### src/rtl/vram_arbiter.sv
// vram_arbiter: shares the single-port video RAM between the Z8 CPU bus and the scanout fetcher.
// Define VRAM_ARB_FAIRNESS_EN to let a long-waiting CPU override video priority.
module vram_arbiter #(
    parameter int unsigned ADDR_W       = 13,
    parameter int unsigned DATA_W       = 8,
    parameter int unsigned MAX_CPU_WAIT = 4
) (
    input  logic              clk,
    input  logic              reset,
    input  logic              cpuReq,
    input  logic              cpuWe,
    input  logic [ADDR_W-1:0] cpuAddr,
    input  logic [DATA_W-1:0] cpuWData,
    output logic [DATA_W-1:0] cpuRData,
    output logic              cpuAck,
    input  logic              vidReq,
    input  logic [ADDR_W-1:0] vidAddr,
    output logic [DATA_W-1:0] vidRData,
    output logic              vidValid,
    output logic [ADDR_W-1:0] ramAddr,
    output logic [DATA_W-1:0] ramWData,
    output logic              ramWe,
    input  logic [DATA_W-1:0] ramRData
);

    if (MAX_CPU_WAIT < 1 || MAX_CPU_WAIT > 15) begin : g_bad_max_cpu_wait
        $error("vram_arbiter: MAX_CPU_WAIT must be in 1..15");
    end

    typedef enum logic [1:0] {
        IDLE    = 2'd0,
        GNT_CPU = 2'd1,
        GNT_VID = 2'd2
    } state_t;

    state_t            state_q, state_d;
    logic [ADDR_W-1:0] ram_addr_q, ram_addr_d;
    logic [DATA_W-1:0] ram_wdata_q, ram_wdata_d;
    logic              ram_we_q, ram_we_d;
    logic [DATA_W-1:0] cpu_rdata_q, cpu_rdata_d;
    logic [DATA_W-1:0] vid_rdata_q, vid_rdata_d;
    logic              cpu_ack_q, cpu_ack_d;
    logic              vid_valid_q, vid_valid_d;

    // A grant always completes on the following edge, so the in-flight flags are the grant state itself.
    logic cpu_inflight, vid_inflight;
    logic cpu_elig, vid_elig;
    logic cpu_force;
    logic grant_cpu, grant_vid;

    assign cpu_inflight = (state_q == GNT_CPU);
    assign vid_inflight = (state_q == GNT_VID);
    assign cpu_elig     = cpuReq && !cpu_inflight;
    assign vid_elig     = vidReq && !vid_inflight;
    assign grant_cpu    = cpu_elig && (!vid_elig || cpu_force);
    assign grant_vid    = vid_elig && !grant_cpu;

`ifdef VRAM_ARB_FAIRNESS_EN
    logic [3:0] wait_q, wait_d;

    assign cpu_force = cpu_elig && (wait_q == 4'(MAX_CPU_WAIT));

    always_comb begin
        wait_d = wait_q;
        if (!cpuReq || grant_cpu) begin
            wait_d = '0;
        end else if (cpu_elig && (wait_q != 4'(MAX_CPU_WAIT))) begin
            wait_d = wait_q + 4'd1;
        end
    end

    always_ff @(posedge clk or negedge reset) begin
        if (!reset) begin
            wait_q <= '0;
        end else begin
            wait_q <= wait_d;
        end
    end
`else
    assign cpu_force = 1'b0;
`endif

    always_comb begin
        state_d     = IDLE;
        ram_addr_d  = ram_addr_q;
        ram_wdata_d = ram_wdata_q;
        ram_we_d    = 1'b0;
        cpu_rdata_d = cpu_rdata_q;
        vid_rdata_d = vid_rdata_q;
        cpu_ack_d   = 1'b0;
        vid_valid_d = 1'b0;

        case (state_q)
            GNT_VID: begin
                vid_rdata_d = ramRData;
                vid_valid_d = 1'b1;
            end
            GNT_CPU: begin
                cpu_ack_d = 1'b1;
                if (!ram_we_q) begin
                    cpu_rdata_d = ramRData;
                end
            end
            default: ;
        endcase

        if (grant_vid) begin
            state_d    = GNT_VID;
            ram_addr_d = vidAddr;
        end else if (grant_cpu) begin
            state_d     = GNT_CPU;
            ram_addr_d  = cpuAddr;
            ram_wdata_d = cpuWData;
            ram_we_d    = cpuWe;
        end
    end

    always_ff @(posedge clk or negedge reset) begin
        if (!reset) begin
            state_q     <= IDLE;
            ram_addr_q  <= '0;
            ram_wdata_q <= '0;
            ram_we_q    <= 1'b0;
            cpu_rdata_q <= '0;
            vid_rdata_q <= '0;
            cpu_ack_q   <= 1'b0;
            vid_valid_q <= 1'b0;
        end else begin
            state_q     <= state_d;
            ram_addr_q  <= ram_addr_d;
            ram_wdata_q <= ram_wdata_d;
            ram_we_q    <= ram_we_d;
            cpu_rdata_q <= cpu_rdata_d;
            vid_rdata_q <= vid_rdata_d;
            cpu_ack_q   <= cpu_ack_d;
            vid_valid_q <= vid_valid_d;
        end
    end

    assign ramAddr  = ram_addr_q;
    assign ramWData = ram_wdata_q;
    assign ramWe    = ram_we_q;
    assign cpuRData = cpu_rdata_q;
    assign vidRData = vid_rdata_q;
    assign cpuAck   = cpu_ack_q;
    assign vidValid = vid_valid_q;

endmodule
### config.mk
export PLATFORM = sky130hd
export DESIGN_NAME = vram_arbiter
export DESIGN_NICKNAME = d
export VERILOG_FILES = /design/src/rtl/vram_arbiter.sv
export SDC_FILE = /design/constraint.sdc
export NUM_CORES = 1
export LEC_CHECK = 0
export BUFFER_PORTS_ARGS = -buffer_cell sky130_fd_sc_hd__clkbuf_2
export CORE_UTILIZATION = 48
export DETAILED_ROUTE_END_ITERATION = 10
export GPL_TIMING_DRIVEN = 0
export PLACE_DENSITY = 0.84
export SLEW_MARGIN = 0
export SYNTH_ARGS = -nofsm -noshare
export SYNTH_HDL_FRONTEND = slang
export SYNTH_SLANG_ARGS = --single-unit
export TNS_END_PERCENT = 1
### constraint.sdc
create_clock -name clk -period 3.9 [get_ports clk]
set_clock_uncertainty 0.15 [all_clocks]
set_input_delay 0.195 -clock clk [delete_from_list [all_inputs] [get_ports clk]]
set_output_delay 0.195 -clock clk [all_outputs]
set_load 0.05 [all_outputs]
==> flow_metrics.py, run 1 <==
metrics = {
    "run_status": {
        "status": "finished clean",
    },
    "drt": {
        "wl_per_cell_um": 14.5,
        "postRouteAntennaNets": 0,
        "drt_iter0_markers": 51,
        "first_pass_iters": 6,
        "vias_per_cell": 5.01,
        "routed_wl_mm": 4.03,
        "vias": 1392,
        "drc": 0,
    },
    "floorplan": {
        "dieArea_um2": 3760,
        "start_util_pct": 50.2,
        "die_w_um": 61.3,
        "row_count": 21,
        "core_um2": 3360,
        "die_y_um": 61.3,
        "ios": 87,
    },
    "finish": {
        "area_growth_pct": 49.1,
        "fill_cells": 246,
        "antenna_cells": 0,
        "seq_area_um2": 1050,
        "finalNonFillerCells": 278,
        "multi_input_area_um2": 578,
        "nets": 280,
        "layout-drive-gt1-share_pct": 52.2,
        "post-route-util_pct": 74.9,
    },
    "cts": {
        "numCtsBuffers": 5,
        "clk_path_buf_depth": 2,
        "cts.sink_count": 42,
        "cts_root_buf": "clkbuf_4",
        "cts_tree": "yes",
        "worst_skew_pair.late_latency_ns": 0.34,
        "cts_resized": 0,
        "h-tree-depth": 2,
        "cts.reportedPaths.clkPinSlew_ns": 0.12,
        "postCtsSetupBuffers": 0,
    },
    "critical_path": {
        "end_kind": "flip-flop",
        "rrSetupSlack_ns": 2.18,
        "crit_type": "reg2reg",
        "cp.required_ns": 3.97,
        "r2r_start": "state_q[0]",
        "reg2reg_depth": 5,
        "crit_path_end": "ramWData[7]",
        "worstPathArrival_ns": 1.78,
        "start_kind": "flip-flop",
        "r2r_end": "ramWData[7]",
        "cp-startpoint": "state_q[0]",
        "crit_fanout": 10,
    },
    "global_route": {
        "grt_pass1_wl_mm": 6.24,
        "grt_max_degree": 43,
        "grt_pass1_vias": 1433,
        "grt_remaining_overflow": 0,
        "track_usage_pct": 23.9,
        "grt_antenna_before_repair": 0,
    },
    "power": {
        "p_switching_mw": 0.563,
        "pwr-share-seq_pct": 42.3,
        "clkPwrFrac_pct": 15.5,
        "swShare_pct": 42.4,
        "power_frac_comb_pct": 42.2,
        "power_density_nw_per_um2": 527,
        "peakVddDrop_uv": 250,
        "intPower_mw": 0.765,
        "leakage_nw": 1.30,
    },
    "placement": {
        "port_buffers": 86,
        "dp_hpwl_mm": 2.82,
        "dp_cells": 243,
        "place_congestion": 0.702,
    },
    "synth": {
        "ys_seq_area_share_pct": 62.2,
        "ys_seq_elements": 42,
        "synth_ff_type": "dfrtp_1",
        "yosysMostFrequentCell": "dfrtp_1",
        "synth_area_leaders": "dfrtp_1 62%, mux2_2 13%, a221o_1 6.5%",
        "async_flop_share_pct": 100,
        "synth-edff-count": 0,
        "synth_top_area_cell": "dfrtp_1",
        "synthCells": 111,
        "synth_fp_nets": 158,
        "syn_area_um2": 1690,
        "synth_top_area_share_pct": 62.2,
        "ys.warnings.count": 0,
        "ys_types": 20,
        "synthTopCellsByCount": "42 x dfrtp_1, 19 x mux2_2, 11 x a221o_1, 11 x and3_1, 7 x mux2_1",
        "synth.avg_cell_area_um2": 15.2,
    },
    "timing": {
        "fin_crit_sh_pct": 44.0,
        "whs_ns": 0.0186,
        "tightest_slew_ns": 0.985,
        "setup_viol": 0,
        "maxSlewHeadroom_pct": 34.3,
        "finalHoldViolCount": 0,
        "setup_tns_ns": 0,
        "final_max_slew_viol_count": 0,
        "fin_crit_ns": 1.72,
        "clock.fmax_ghz": 0.583,
        "rsz0062_at_grt": "false",
    },
    "hold_path": {
        "hold_path_class": "in2reg",
    },
    "flow_run": {
        "max_cap_violations": 0,
    },
}
## power by group through the flow
stage	combinational (mW)	clock [mW]	sequential, mW
after floorplan	0.110	0	0.852
after global routing	0.589	0.232	0.573
after detailed placement	0.540	0	0.571
after CTS	0.563	0.212	0.562
final	0.560	0.206	0.562
after global placement	0.528	0	0.562
## worst max-delay path, cell delays in order (launching register included)
cell	delay (ns)
dfrtp_1	0.43
nor2_1	0.14
a21oi_1	0.05
nor2b_1	0.30
buf_6	0.20
mux2_1	0.34
## per-layer routing
metal,vias up,GRT usage (%),share of wire [%]
met2,60,43.6,56
met1,672,25.9,37
met4,0,9.42,2.0
li1,650,-,-
met5,-,0,0
met3,10,7.14,5.3
## sequential cells by signal (all words and copies together) (netlist names)
name      flops
vidRData      8
ramWe         1
state_q       2
ramAddr      13
ramWData      8
cpuRData      8
vidValid      1
cpuAck        1
## per-stage QoR
stage               power [mW]  setup slack [ns]  area, um^2
finish                    1.33              2.18        2520
floorplan                0.963              2.36        1690
global placement          1.09              2.28        2180
global route              1.39              2.08        2520
CTS                       1.34              2.19        2520
detailed placement        1.11              2.22        2180
## final cells by class
type	instances	area share (%)
well taps	46	2.29
repair buffers	115	28.6
inverters	2	0.298
multi-input cells	61	23.0
clock buffers	6	2.04
flip-flops and latches	42	41.7
plain buffers	6	2.09
## timing repair
action | 4_1_cts | 5_1_grt
endpoints found under the setup margin | 0 | 0
hold endpoints to repair | 78 | 0
hold buffers | 29 | 0
## worst min-delay path by stage
stage	endpoint	startpoint	depth (start not counted)	slack, ns
floorplan	cpuAck	reset	0	-0.25
global placement	vidRData[7]	reset	1	0.23
detailed placement	ramAddr[5]	reset	1	0.26
CTS	ramAddr[10]	vidAddr[10]	3	0.008
global route	state_q[1]	vidReq	2	0.01
finish	ramAddr[10]	vidAddr[10]	3	0.02
## cell usage in the layout, fill, tap and decap left out, types with 4 or more instances in the layout
| cell type | Yosys | layout |
|---|---|---|
| a221o_1 | 11 | 11 |
| clkbuf_2 | 0 | 86 |
| buf_6 | 4 | 4 |
| mux2_1 | 7 | 7 |
| dfrtp_1 | 42 | 42 |
| and3_1 | 11 | 11 |
| clkbuf_4 | 0 | 5 |
| dlygate4sd3_1 | 0 | 29 |
| mux2_2 | 19 | 19 |
## cells by family (layout without fill, tap and decap cells)
kind of cell / count (synthesis) / count (layout) / synth area share (%)
multiplexers: 28 / 28 / 19.1
flip-flops: 42 / 42 / 62.2
AO/OA/AOI/OAI: 14 / 14 / 7.78
AND/OR/NAND/NOR: 19 / 19 / 7.33
buffers and inverters: 8 / 129 / 3.56
Note: power is estimated with default switching activity, not from simulation.
==> run 2, diff against run 1 <==
--- a/config.mk
+++ b/config.mk
@@ -6,10 +6,10 @@
 export NUM_CORES = 1
 export LEC_CHECK = 0
 export BUFFER_PORTS_ARGS = -buffer_cell sky130_fd_sc_hd__clkbuf_2
-export CORE_UTILIZATION = 48
+export CORE_UTILIZATION = 44
 export DETAILED_ROUTE_END_ITERATION = 10
 export GPL_TIMING_DRIVEN = 0
-export PLACE_DENSITY = 0.84
+export PLACE_DENSITY = 0.78
 export SLEW_MARGIN = 0
 export SYNTH_ARGS = -nofsm -noshare
 export SYNTH_HDL_FRONTEND = slang
==> constraint.sdc (replaced) <==
create_clock -name clk -period 1.7 [get_ports clk]
set_clock_uncertainty 0.15 [all_clocks]
set_input_delay 0.085 -clock clk [delete_from_list [all_inputs] [get_ports clk]]
set_output_delay 0.085 -clock clk [all_outputs]
set_load 0.05 [all_outputs]
==> run 2 against run 1 <==
  * First-iteration DRC count is 3.9% higher
  * Count of clock-buffer cells in the layout is 1 higher
  * Routed wire length is 3.9% higher
  * Critical path type unchanged
  * Combinational power is 130% higher
  * Fmax is 6.4% higher
  * Clock power grew to 3.7 times the previous value
  * Sequential share of layout area is 3.1 points lower
  * Sequential power is 130% higher
==> flow_metrics.py, run 2 (synthesis results as in run 1) <==
metrics = {
    "drt": {
        "first_pass_iters": 4,
        "drt_iter0_markers": 53,
        "vias": 1438,
        "wl_per_cell_um": 14.2,
        "postRouteAntennaNets": 0,
        "vias_per_cell": 4.86,
        "routed_wl_mm": 4.19,
        "drc": 0,
    },
    "cts": {
        "h-tree-depth": 2,
        "cts.reportedPaths.clkPinSlew_ns": 0.08,
        "cts.sink_count": 42,
        "clk_path_buf_depth": 2,
        "worst_skew_pair.late_latency_ns": 0.30,
        "cts_root_buf": "clkbuf_8",
        "cts_tree": "yes",
        "numCtsBuffers": 5,
    },
    "timing": {
        "fin_crit_sh_pct": 94.8,
        "setup_tns_ns": 0,
        "final_max_slew_viol_count": 0,
        "setup_viol": 0,
        "clock.fmax_ghz": 0.620,
        "tightest_slew_ns": 0.993,
        "finalHoldViolCount": 0,
        "whs_ns": 0.00451,
        "fin_crit_ns": 1.61,
        "rsz0062_at_grt": "false",
        "maxSlewHeadroom_pct": 33.8,
    },
    "critical_path": {
        "cp-startpoint": "state_q[1]",
        "end_kind": "flip-flop",
        "start_kind": "flip-flop",
        "slowest_stage": "dfrtp_1",
        "reg2reg_depth": 3,
        "cp.buffers_inverters": 0,
        "path_depth": 3,
        "critical_path.cell_chain": "nand2b_1, nor2_2, mux2_2",
        "r2r_start": "state_q[1]",
        "slowest_delay_ns": 0.42,
        "crit_fanout": 8,
        "worstPathArrival_ns": 1.64,
        "crit_family": "simple AND/OR/NAND/NOR gates",
        "cp.required_ns": 1.73,
        "crit_type": "reg2reg",
    },
    "floorplan": {
        "die_w_um": 64.0,
        "die_y_um": 64.0,
        "start_util_pct": 46.1,
        "core_um2": 3660,
        "ios": 87,
        "row_count": 22,
        "dieArea_um2": 4090,
    },
    "global_route": {
        "grt_pass1_vias": 1571,
        "track_usage_pct": 23.2,
        "grt_antenna_before_repair": 0,
        "grt_remaining_overflow": 0,
        "grt_max_degree": 43,
        "grt_pass1_wl_mm": 7.05,
    },
    "placement": {
        "place_congestion": 0.700,
        "dp_hpwl_mm": 2.51,
        "port_buffers": 86,
    },
    "finish": {
        "nets": 294,
        "layout-drive-gt1-share_pct": 49.2,
        "mostFrequentLayoutCells": "86 x clkbuf_2, 43 x dlygate4sd3_1, 42 x dfrtp_1, 19 x mux2_2",
        "area_growth_pct": 61.0,
        "layout_commonest_cell": "clkbuf_2",
        "largest_register_ffs": 13,
        "antenna_cells": 0,
    },
    "power": {
        "peakVddDrop_uv": 858,
        "power_density_nw_per_um2": 1240,
        "leakage_nw": 1.38,
    },
    "run_status": {
        "status": "finished clean",
    },
    "hold_path": {
        "hp-start": "vidAddr[1]",
        "hold_path_class": "in2reg",
        "hold_path_depth": 3,
    },
    "flow_run": {
        "max_cap_violations": 0,
    },
}
[run 2: cell types whose count changed in the layout (fill, tap and decap cells not counted)]
cell and change:
bufinv_16 +1, clkbuf_1 +2, nor2b_2 +1, clkbuf_4 -5, dlygate4sd3_1 +14, nor2b_1 -1
clkbuf_8 +4
[run 2: worst paths after layout]
check	slack, ns	endpoint
hold / removal	0.005	ramAddr[1]
max in group asynchronous	0.46	ramAddr[8]
min in group asynchronous	0.33	ramAddr[4]
setup / recovery	0.09	cpuRData[5]
setup reg to reg	0.09	cpuRData[5]
hold reg to reg	0.34	ramWData[5]
[run 2: cell type report]
| class | count | area [um^2] |
|---|---|---|
| sequential | 42 | 1050 |
| fill | 256 | 942 |
| timing repair buffer | 129 | 861 |
| multi-input combinational | 61 | 581 |
| clock buffer | 7 | 76.3 |
| tap | 48 | 60.1 |
| buffer | 6 | 52.6 |
| clock inverter | 1 | 30.0 |
| inverter | 2 | 7.51 |
[run 2: power by group]
| group | total, mW | leakage (nW) | internal, mW | switching [mW] |
|---|---|---|---|---|
| logic | 1.31 | 0.828 | 0.404 | 0.904 |
| registers | 1.29 | 0.502 | 1.19 | 0.0998 |
| clock network | 0.771 | 0.0524 | 0.439 | 0.331 |
| total | 3.36 | 1.38 | 2.03 | 1.33 |
[run 2: worst min-delay path: stages]
cell and delay, ns:
clkbuf_2 0.08, mux2_4 0.13, mux2_2 0.13
[run 2: what timing repair did]
item,4_1_cts,5_1_grt
setup buffers,0,0
hold buffers,43,0
hold endpoints to repair,81,0
gates resized for setup,0,1
setup endpoints to repair,0,7
[run 2: metal layers]
layer  vias up  global-route usage (%)  wire [um]
li1        680                       -          -
met1       695                    25.8       1590
met2        52                    41.2       2250
met3        11                    5.54        223
met4         0                    11.4        121
met5         -                       0          0
[run 2: per-stage QoR]
step / worst slack (ns) / util (%) / cell area (um^2) / instances / power [mW]
5_1_grt: 0.0203 / 74.3 / 2720 / 296 / 3.51
3_5_place_dp: 0.0432 / 59.5 / 2180 / 245 / 2.53
6_report: 0.0877 / 74.3 / 2720 / 296 / 3.36
3_3_place_gp: 0.0698 / 59.5 / 2180 / 245 / 2.51
2_1_floorplan: 0.165 / - / 1690 / 111 / 2.21
4_1_cts: 0.0177 / 74.2 / 2720 / 296 / 3.38
